--- config.mk ---
export PLATFORM = sky130hd
export DESIGN_NAME = pipe_hazard_ctrl
export DESIGN_NICKNAME = d
export VERILOG_FILES = /design/src/rtl/cpu_pkg.sv /design/src/rtl/pipe_hazard_ctrl_fwd_unit.sv /design/src/rtl/pipe_hazard_ctrl.sv
export SDC_FILE = /design/constraint.sdc
export NUM_CORES = 1
export LEC_CHECK = 0
export CAP_MARGIN = 30
export CELL_PAD_IN_SITES_DETAIL_PLACEMENT = 1
export CELL_PAD_IN_SITES_GLOBAL_PLACEMENT = 1
export CORE_MARGIN = 5
export CORE_UTILIZATION = 34
export CTS_CLUSTER_SIZE = 8
export DETAILED_ROUTE_END_ITERATION = 7
export PLACE_DENSITY_LB_ADDON = 0.1
export SLEW_MARGIN = 20
export SYNTH_ARGS = -nofsm -noshare
export SYNTH_HDL_FRONTEND = slang
export SYNTH_HIERARCHICAL = 1
export SYNTH_SLANG_ARGS = --single-unit
--- constraint.sdc ---
create_clock -name Clk -period 4.1 [get_ports Clk]
set_input_delay 0.82 -clock Clk [delete_from_list [all_inputs] [get_ports Clk]]
set_output_delay 0.82 -clock Clk [all_outputs]
set_load 0.01 [all_outputs]
--- src/rtl/cpu_pkg.sv ---
// Shared encodings for the 5-stage pipeline control blocks.
package cpu_pkg;

    typedef enum logic [1:0] {
        FWD_RF  = 2'b00,
        FWD_WB  = 2'b01,
        FWD_MEM = 2'b10
    } fwd_sel_e;

    typedef enum logic [1:0] {
        RUN    = 2'b00,
        DRAIN  = 2'b01,
        HALTED = 2'b10
    } state_e;

    localparam logic [5:0] OPC_HALT = 6'b111111;

    // A later stage's register-file write port, as seen by the forwarding logic.
    typedef struct packed {
        logic [4:0] rd;
        logic       reg_write;
    } wr_port_t;

    function automatic logic is_halt_opc(input logic [5:0] opc);
        return opc == OPC_HALT;
    endfunction

endpackage

--- src/rtl/pipe_hazard_ctrl_fwd_unit.sv ---
// EX operand source select for one ALU input; MEM result is newer than WB so it wins.
module fwd_unit
    import cpu_pkg::*;
(
    input  logic [4:0] src,
    input  wr_port_t   mem,
    input  wr_port_t   wb,
    output fwd_sel_e   sel
);

    always_comb begin
        sel = FWD_RF;
        if (wb.reg_write && wb.rd != 5'd0 && wb.rd == src)
            sel = FWD_WB;
        if (mem.reg_write && mem.rd != 5'd0 && mem.rd == src)
            sel = FWD_MEM;
    end

endmodule

--- src/rtl/pipe_hazard_ctrl.sv ---
// Hazard/sequencing control: load-use stall, branch/jump flush, EX forwarding,
// halt drain with sticky halted flag, and saturating stall/flush counters.
module pipe_hazard_ctrl
    import cpu_pkg::*;
#(
    parameter int DRAIN_CYCLES = 3,
    parameter int CNT_W        = 16
) (
    input  logic             Clk,
    input  logic             Rst,
    input  logic             id_valid,
    input  logic [4:0]       id_rs,
    input  logic [4:0]       id_rt,
    input  logic             id_uses_rs,
    input  logic             id_uses_rt,
    input  logic             id_halt,
    input  logic             id_jump,
    input  logic [4:0]       ex_rs,
    input  logic [4:0]       ex_rt,
    input  logic [4:0]       ex_rd,
    input  logic             ex_reg_write,
    input  logic             ex_mem_read,
    input  logic             ex_branch_taken,
    input  logic [4:0]       mem_rd,
    input  logic             mem_reg_write,
    input  logic [4:0]       wb_rd,
    input  logic             wb_reg_write,
    output logic             pc_en,
    output logic             ifid_en,
    output logic             ifid_flush,
    output logic             idex_flush,
    output logic [1:0]       fwd_a,
    output logic [1:0]       fwd_b,
    output logic             halted,
    output logic [CNT_W-1:0] stall_cnt,
    output logic [CNT_W-1:0] flush_cnt
);

    localparam int DCW = (DRAIN_CYCLES > 1) ? $clog2(DRAIN_CYCLES) : 1;

    state_e         state;
    logic [DCW-1:0] drain_cnt;

    wr_port_t mem_wr, wb_wr;
    fwd_sel_e fwd_a_raw, fwd_b_raw;
    logic     load_use;
    logic     cnt_stall, cnt_flush, go_drain;

    // The hazard unit only looks at the load opcode; write-enable is implied.
    logic unused_ex_reg_write;
    assign unused_ex_reg_write = ex_reg_write;

    assign mem_wr.rd        = mem_rd;
    assign mem_wr.reg_write = mem_reg_write;
    assign wb_wr.rd         = wb_rd;
    assign wb_wr.reg_write  = wb_reg_write;

    fwd_unit u_fwd_a (
        .src (ex_rs),
        .mem (mem_wr),
        .wb  (wb_wr),
        .sel (fwd_a_raw)
    );

    fwd_unit u_fwd_b (
        .src (ex_rt),
        .mem (mem_wr),
        .wb  (wb_wr),
        .sel (fwd_b_raw)
    );

    assign fwd_a = Rst ? FWD_RF : fwd_a_raw;
    assign fwd_b = Rst ? FWD_RF : fwd_b_raw;

    assign load_use = id_valid && ex_mem_read && ex_rd != 5'd0 &&
                      ((id_uses_rs && id_rs == ex_rd) ||
                       (id_uses_rt && id_rt == ex_rd));

    always_comb begin
        pc_en      = 1'b1;
        ifid_en    = 1'b1;
        ifid_flush = 1'b0;
        idex_flush = 1'b0;
        cnt_stall  = 1'b0;
        cnt_flush  = 1'b0;
        go_drain   = 1'b0;
        if (Rst || state != RUN) begin
            pc_en      = 1'b0;
            ifid_en    = 1'b0;
            ifid_flush = 1'b1;
            idex_flush = 1'b1;
        end else if (ex_branch_taken) begin
            // Everything younger than the branch is wrong-path, including ID hazards.
            ifid_en    = 1'b0;
            ifid_flush = 1'b1;
            idex_flush = 1'b1;
            cnt_flush  = 1'b1;
        end else if (load_use) begin
            pc_en      = 1'b0;
            ifid_en    = 1'b0;
            idex_flush = 1'b1;
            cnt_stall  = 1'b1;
        end else if (id_halt && id_valid) begin
            // Halt proceeds into EX; nothing behind it is fetched.
            pc_en      = 1'b0;
            ifid_en    = 1'b0;
            ifid_flush = 1'b1;
            go_drain   = 1'b1;
        end else if (id_jump && id_valid) begin
            ifid_en    = 1'b0;
            ifid_flush = 1'b1;
            cnt_flush  = 1'b1;
        end
    end

    always_ff @(posedge Clk) begin
        if (Rst) begin
            state     <= RUN;
            drain_cnt <= '0;
            halted    <= 1'b0;
            stall_cnt <= '0;
            flush_cnt <= '0;
        end else begin
            case (state)
                RUN: begin
                    if (cnt_stall && !(&stall_cnt))
                        stall_cnt <= stall_cnt + CNT_W'(1);
                    if (cnt_flush && !(&flush_cnt))
                        flush_cnt <= flush_cnt + CNT_W'(1);
                    if (go_drain) begin
                        state     <= DRAIN;
                        drain_cnt <= '0;
                    end
                end
                DRAIN: begin
                    if (drain_cnt == DCW'(DRAIN_CYCLES - 1)) begin
                        state  <= HALTED;
                        halted <= 1'b1;
                    end else begin
                        drain_cnt <= drain_cnt + DCW'(1);
                    end
                end
                HALTED: halted <= 1'b1;
                default: state <= RUN;
            endcase
        end
    end

endmodule

# [Word-level counts from Yosys, hierarchy flattened]
# Cells that the tools add are included.
[word_totals] elab_cells=95 register_bits=37
[classes] eq_ne=12 add_sub_neg=3 reduce_logical=33 muxes=41 n_bitwise=1
[op_table] operator="16-bit by 1-bit adder with 16-bit output (second input constant)" count=2
[op_table] operator="16-bit AND reduction" count=2
[op_table] operator="5-bit == test" count=6
[op_table] operator="1-bit 2-to-1 mux" count=30
[op_table] operator="2-bit 2-to-1 mux" count=8
[op_table] operator="1-bit logical AND" count=15
[op_table] operator="5-bit nonzero test" count=3
[op_table] operator="2-bit inequality test (second input constant)" count=3
[op_table] operator="2-bit one-hot mux with 3 select lines" count=1
[op_table] operator="2-bit AND reduction" count=3
[op_table] operator="3-bit AND reduction" count=2
[op_table] operator="2-bit nonzero test" count=3
[op_table] operator="2-bit == test (second input constant)" count=2
[op_table] operator="2-bit one-hot mux with 2 select lines" count=1
[op_table] operator="2-bit by 1-bit adder with 2-bit output (second input constant)" count=1
[op_table] operator="2-bit by 1-bit == test with 1-bit output (second input constant)" count=1
[op_table] operator="1-bit zero test" count=2
[op_table] operator="2-bit zero test" count=1
[op_table] operator="1-bit logical OR" count=2
[op_table] operator="1-bit one-hot mux with 2 select lines" count=1
[op_table] operator="1-bit inverter" count=1

# [Depth between registers and ports, before layout]
[logic_depth] word_depth=9 depth_mapped=9 depth_no_buf=7

# [By module]
# Netlist, hierarchy kept.
[by_module_without_submodules] mod="pipe_hazard_ctrl" instances=1 cells_each=237 area_per_inst_um2=1955.6 seq_area_each_um2=740.7
[by_module_without_submodules] mod="fwd_unit" instances=2 cells_each=20 area_per_inst_um2=151.4 seq_area_each_um2=0.0

# [Least setup slack after synthesis]
# Ideal clock, no wire load.
[synth_path] path_kind="input to output" start="input ex_rd[0]" end="output ifid_en" arrival_time_ns=2.241 required_ns=3.280 slack_ns=1.039 cell_stages=5 path_cell_list="or3_1 o311a_1 nand2_1 clkbuf_1 and3_1"
[synth_between] elab_chain_len=7 word_cells_on_any_way=11 cone_classes="eq/ne: 2; mux: 3; reduce/logical: 6"
[synth_lines] element="start: declaration" line="pipe_hazard_ctrl.sv:20" rtl="input logic [4:0] ex_rd,"
[synth_lines] element="5-bit == test, on equally long branches" line="pipe_hazard_ctrl.sv:76, pipe_hazard_ctrl.sv:77"
[synth_lines] element="1-bit logical AND, on equally long branches" line="pipe_hazard_ctrl.sv:76, pipe_hazard_ctrl.sv:77"
[synth_lines] element="1-bit logical OR" line="pipe_hazard_ctrl.sv:76" rtl="((id_uses_rs && id_rs == ex_rd) ||"
[synth_lines] element="1-bit logical AND *" line="pipe_hazard_ctrl.sv:75" rtl="assign load_use = id_valid && ex_mem_read && ex_rd != 5'd0 &&"
[synth_lines] element="1-bit 2-to-1 mux *" line="pipe_hazard_ctrl.sv:98" rtl="end else if (load_use) begin"
[synth_lines] element="1-bit 2-to-1 mux *" line="pipe_hazard_ctrl.sv:92" rtl="end else if (ex_branch_taken) begin"
[synth_lines] element="1-bit 2-to-1 mux *" line="pipe_hazard_ctrl.sv:87" rtl="if (Rst || state != RUN) begin"
[synth_lines] element="end: declaration" line="pipe_hazard_ctrl.sv:29" rtl="output logic ifid_en,"
# Mark *: on every way between the ends. The rest lies on a longest branch, timed or not.

# [Final worst setup path]
[layout_path] start="input ex_rd[0]" end="output pc_en"
[layout_between] elab_chain_len=7 word_cells_on_any_way=11 cone_classes="eq/ne: 2; mux: 3; reduce/logical: 6"
[layout_lines] element="5-bit == test, on equally long branches" line="pipe_hazard_ctrl.sv:76, pipe_hazard_ctrl.sv:77"
[layout_lines] element="1-bit logical AND, on equally long branches" line="pipe_hazard_ctrl.sv:76, pipe_hazard_ctrl.sv:77"
[layout_lines] element="1-bit logical OR" line="pipe_hazard_ctrl.sv:76"
[layout_lines] element="1-bit logical AND *" line="pipe_hazard_ctrl.sv:75"
[layout_lines] element="1-bit 2-to-1 mux *" line="pipe_hazard_ctrl.sv:98"
[layout_lines] element="1-bit 2-to-1 mux *" line="pipe_hazard_ctrl.sv:92"
[layout_lines] element="1-bit 2-to-1 mux *" line="pipe_hazard_ctrl.sv:87"
[layout_lines] element="end: declaration" line="pipe_hazard_ctrl.sv:28" rtl="output logic pc_en,"
# Marks and branches as above.

==> flow_summary.yaml <==
layout:
  nets: 415
  drive_above_1_share_pct: 6.284
  n_antenna_cell: 0
  final-instance-count-excl-fill: 443
  area_growth_syn_to_layout_pct: 46.76
floorplan:
  fp.dieH_um: 91.50
  die_w_um: 91.50
  start_util_pct: 35.16
  coreArea_um2: 6422
  dieArea_um2: 8372
  rows: 29
  ioPinCount: 88
timing:
  timing.final.hold_violations: 0
  skew_ns: 0.001834
  fin_crit_sh_pct: 90.82
  max_slew.worst_pin.slew_ns: 0.8625
  rsz0062_at_grt: "no"
  fin_crit_ns: 3.723
  tns_ns: 0
  max_slew_margin_pct: 42.01
  fmax_mhz: 268.6
  setup_viol: 0
  drv_slew: 0
placed_design:
  portBuffers: 86
  dp_hpwl_um: 5390
  place_congestion: 0.7503
  dp_cells: 435
synthesis:
  yosys-top-cells-area: "dfxtp_1, xnor2_1, nor2_1"
  synth_edf_count: 0
  synth_async_sr_flop_share_pct: 0
  yosys.cell_types.count: 41
  synth_warnings: 6
  synth_area_leader_cell: "dfxtp_1"
  synth-seq-cells: 37
  yosysSeqAreaShare_pct: 32.80
  synth_top_area_share_pct: 32.80
  syn_nets: 327
  synthCells: 277
  synth_flop_cell: "dfxtp_1"
  syn_area_um2: 2258
  syn_area_per_cell_um2: 8.153
clocking:
  clk_path_buf_depth: 2
  post_cts_resized: 0
  cts_tree: "done"
  h-tree-depth: 2
  clk_latency_ns: 0.29
  root_buffer: "clkbuf_8"
  cts_setup_buffers: 0
  cts_buffers: 5
  ctsHoldBuffers: 0
  path_clk_slew_ns: 0.07
  cts.sinks: 37
critical_path:
  r2r_slack_ns: 1.61
  crit_fanout: 3
  worst-setup-path-type: "in -> out"
  cp_slowest_cell: "clkdlybuf4s50_1"
  endpoint: "pc_en"
  reg2reg_from: "flush_cnt[8]$_SDFFE_PP0P_"
  endpoint_kind: "primary output"
  r2r.worst_path.cells: 8
  crit_path_start_kind: "input pin"
  crit_start: "ex_rd[0]"
  cp.required_ns: 3.28
  arrival_ns: 2.90
  rr_endpoint: "flush_cnt[14]$_SDFFE_PP0P_"
  crit_top_cell: "clkdlybuf4s50_1"
  path_cells: "clkdlybuf4s50_1, or3_1, o311a_1, a21boi_2, o21a_1, clkdlybuf4s50_1"
  slowest_delay_ns: 0.55
detailed_routing:
  wl_per_cell_um: 15.57
  drt_wl_total_um: 6899
  drc_errors: 0
  drtIter0Drc: 108
  drtAntennaViolNets: 0
  firstDrtPassIters: 4
  viasPerCell: 5.291
  num_vias: 2344
power:
  ir_drop_mv: 0.1327
  power.leakage_nw: 1.067
  power_density_nw_per_um2: 252.4
grt:
  grt_first_pass_wirelength_um: 11800
  track_usage_pct: 16.88
  grt_pass1_vias: 2484
  grt_max_degree: 38
  antenna_found_initial: 0
  grt_remaining_overflow: 0
min_path:
  hp-class: "reg -> reg"
  min-delay-start: "drain_cnt[1]$_SDFFE_PP0P_"
run:
  maxCapViolCount: 0
run_status:
  outcome: "complete, no violations"
[cells in the final DEF (no fill, tap or decap), types with 4 or more instances in the layout]
master / instances
clkbuf_8: 6
nand2_1: 21
buf_4: 5
inv_1: 6
nand4_1: 7
dfxtp_1: 37
or3_1: 8
nand3_1: 17
clkdlybuf4s50_1: 86
xor2_1: 7
nor2_1: 25
o31ai_1: 6
a21oi_1: 17
nor3_1: 18
xnor2_1: 35
and3_1: 8
nor4_1: 9
o21ai_0: 9
nor2b_1: 4
[Yosys cell counts, types with 4 or more instances]
cell / count
dfxtp_1: 37
nor2_1: 25
nor3_1: 18
nor4_1: 9
or3_1: 8
clkbuf_1: 6
o21ai_0: 9
and3_1: 8
xor2_1: 7
nor2b_1: 4
nand3_1: 17
a21oi_1: 17
nand4_1: 7
inv_1: 6
o31ai_1: 6
nand2_1: 21
xnor2_1: 35
[power by group]
group	switching, mW	internal, mW	leakage (nW)
combinational	0.0625	0.0759	0.711
clock	0.135	0.199	0.0585
sequential	0.00287	0.361	0.298
total	0.201	0.636	1.07
[layout make-up]
class,instances,area (um2)
tap,77,96.34
timing repair buffer,91,898.4
clock inverter,1,30.03
inverter,6,22.52
multi-input combinational,224,1440
fill,790,3108
clock buffer,7,86.33
sequential,37,740.7
[worst max-delay path: cells and delay by family]
family,cells,cell delay (ns)
compound gates,3,0.66
simple gates,1,0.40
buf+inv,2,1.03
[through the flow]
| step | worst slack (ns) | util, % | instance area, um2 | hold slack [ns] | total power, mW |
|---|---|---|---|---|---|
| after floorplan | 1.039 | - | 2258 | 0.4651 | 0.4351 |
| after global placement | 0.3894 | 49.80 | 3198 | 0.4760 | 0.5098 |
| after detailed placement | 0.3663 | 49.80 | 3198 | 0.4810 | 0.5125 |
| after CTS | 0.3587 | 51.61 | 3314 | 0.4999 | 0.8482 |
| after global routing | 0.2956 | 51.61 | 3314 | 0.5206 | 0.8770 |
| final | 0.3766 | 51.61 | 3314 | 0.4991 | 0.8366 |
[how the worst min path moves through the flow]
stage,endpoint,slack [ns],cells past startpoint
3_3_place_gp,drain_cnt[1]$_SDFFE_PP0P_,0.48,1
4_1_cts,drain_cnt[1]$_SDFFE_PP0P_,0.50,1
5_1_grt,drain_cnt[1]$_SDFFE_PP0P_,0.52,1
6_report,drain_cnt[1]$_SDFFE_PP0P_,0.50,1
2_1_floorplan,drain_cnt[1]$_SDFFE_PP0P_,0.47,1
3_5_place_dp,drain_cnt[1]$_SDFFE_PP0P_,0.48,1
[logic make-up after synthesis]
group | synth area share [%]
adder cells (fa/ha/maj) | 1.662
flip-flops | 32.80
XOR/XNOR | 16.29
AO/OA/AOI/OAI | 16.68
multiplexers | 0.4432
AND/OR/NAND/NOR | 28.70
buffers and inverters | 3.435
[sequential cells by signal (all words and copies together), names as in the netlist]
register   flops
state          2
flush_cnt     16
halted         1
stall_cnt     16
drain_cnt      2
[per-layer routing]
| metal | vias to the layer above | wire [um] | track usage [%] |
|---|---|---|---|
| met5 | - | 0 | 0 |
| met4 | 0 | 62 | 5.025 |
| met3 | 5 | 343 | 3.471 |
| met2 | 58 | 3427 | 29.21 |
| met1 | 1101 | 3065 | 21.00 |
| li1 | 1180 | - | - |
Note: power is estimated with default switching activity, not from simulation.
==> patch (config.mk and constraints unchanged) <==
The 3 states of `state_e` get a one-hot encoding in 3 bits.
--- a/src/rtl/cpu_pkg.sv
+++ b/src/rtl/cpu_pkg.sv
@@ -7,10 +7,10 @@
         FWD_MEM = 2'b10
     } fwd_sel_e;
 
-    typedef enum logic [1:0] {
-        RUN    = 2'b00,
-        DRAIN  = 2'b01,
-        HALTED = 2'b10
+    typedef enum logic [2:0] {
+        RUN    = 3'b001,
+        DRAIN  = 3'b010,
+        HALTED = 3'b100
     } state_e;
 
     localparam logic [5:0] OPC_HALT = 6'b111111;
Function: same outputs for any inputs over 10 cycles, from zero or initial values and one cycle with Rst high; not proved beyond that.
==> patch against the original RTL <==
Synthesized area grew 3.5%. Register-to-register slack lost 0.19 ns. Design area grew 3.4%. Sequential share of layout area shrank 0.15 points. Routed wire length grew 1.4%. Setup slack gained 0.038 ns. Total power grew 8.6%. Sequential cell count grew 1. Hold slack lost 0.021 ns. Critical path type unchanged.
==> patch: results <==
clock_network:
  cts-root-buf: "clkbuf_8"
  cts_resized: 0
  htree_levels: 2
  postCtsSetupBuffers: 0
  clock_path_buffers: 2
power:
  irDropWorstVdd_mv: 0.128
  p_clk_frac: 0.440
  leakage_nw: 1.10
  seq_power_mw: 0.373
  p_switching_mw: 0.204
grt:
  grt_pass1_wl_mm: 11.6
  met2_usage: 0.282
  grt_max_degree: 37
  grt_pass1_vias: 2469
  use_met1: 0.206
  grtUsageTotal: 0.165
  met3_usage: 0.0309
setup_path:
  cp_max_fo: 4
  worstPathArrival_ns: 2.87
  worst_path_max_delay_cell: "clkdlybuf4s50_1"
sta:
  hold_viol: 0
  drv_slew: 0
  fin_setup_tns_ns: 0
  slew_headroom: 0.456
  finalClockSkew_ns: 0.00764
finish:
  clkbuf_count: 6
  multi_input_gates: 227
  nets: 420
  diodes: 0
  clock_cell_area_share: 0.0416
  reg.largest.list: "flush_cnt (16), stall_cnt (16), state (3)"
  drive_above_1_share: 0.0620
  inverters: 8
  buffer_area_frac: 0.260
  fillers: 798
  multi_input_area_share: 0.438
  regArea_um2: 761
  n_all_buffers: 90
synthesis:
  synth_nets: 332
  yosys_most_used_dff: "dfxtp_1"
  synthTopCellsByCount: "38 x dfxtp_1, 29 x a21oi_1, 21 x xnor2_1, 19 x nand3_1"
  synth.yosys.seq_area_share: 0.325
  ys_ff_latch: 38
  synth.distinct_cells: 47
  synth_area_leaders: "dfxtp_1 33%, xnor2_1 7.9%, a21oi_1 6.2%, nand3_1 4.1%, or3_1 3.7%"
  synth-async-reset-ratio: 0
placement:
  dp_slack_ns: 0.383
  port_buffers: 86
  gp_congestion: 0.815
  post-dp-hpwl_mm: 5.46
floorplan:
  coreArea_um2: 6760
outcome:
  status: "completed"
drt:
  drt-initial-drc-count: 49
  firstDrtPassIters: 4
  wire_per_inst_um: 15.5
  vias: 2429
flow_run:
  drv_cap: 0
hold_path:
  hold_class: "flop to flop"
[patch: cell types whose count changed after synthesis, moves of 3 or more]
cell / before / now
nor3_1: 18 / 5
o21ai_0: 9 / 16
nand4_1: 7 / 10
o31ai_1: 6 / 9
nor4_1: 9 / 3
or4_1: 3 / 9
nand2_1: 21 / 16
xnor2_1: 35 / 21
nor2_1: 25 / 16
or3_1: 8 / 14
a21oi_1: 17 / 29
and3_1: 8 / 4
[patch: final timing paths]
check / start / end / slack [ns] / cells after the start
worst min-delay path: drain_cnt[0] / drain_cnt[0] / 0.48 / 2
worst max-delay path: ex_rd[0] / ifid_flush / 0.41 / 7
worst min register to register: drain_cnt[0] / drain_cnt[0] / 0.48 / 2
worst max register to register: flush_cnt[0] / flush_cnt[13] / 1.42 / 7
[patch: cell families after synthesis]
kind of cell               Yosys count  synth area share
adders and majority gates            3            0.0161
AOI/OAI and AO/OA                   77             0.225
and+or+nand+nor                    115             0.280
buffers and inverters               17            0.0321
xor gates and xnor gates            30             0.112
DFF                                 38             0.325
muxes                                2           0.00856
[patch: worst min-delay path, cell delays in order (launching register included)]
cell	delay (ns)
dfxtp_1	0.32
nand3_1	0.06
a21oi_1	0.05
[patch: stage by stage]
| step | utilization | power, mW | instances | cell area, µm² |
|---|---|---|---|---|
| finish | 0.507 | 0.909 | 451 | 3430 |
| floorplan | - | 0.440 | 282 | 2340 |
| global placement | 0.486 | 0.515 | 443 | 3280 |
| global route | 0.507 | 0.947 | 451 | 3430 |
| CTS | 0.507 | 0.922 | 451 | 3430 |
| detailed placement | 0.486 | 0.518 | 443 | 3280 |
[patch: per-layer routing]
| layer | share of wire | wire (µm) |
|---|---|---|
| met2 | 0.49 | 3420 |
| met4 | 0.014 | 97 |
| met1 | 0.47 | 3260 |
| met5 | 0 | 0 |
| met3 | 0.031 | 220 |
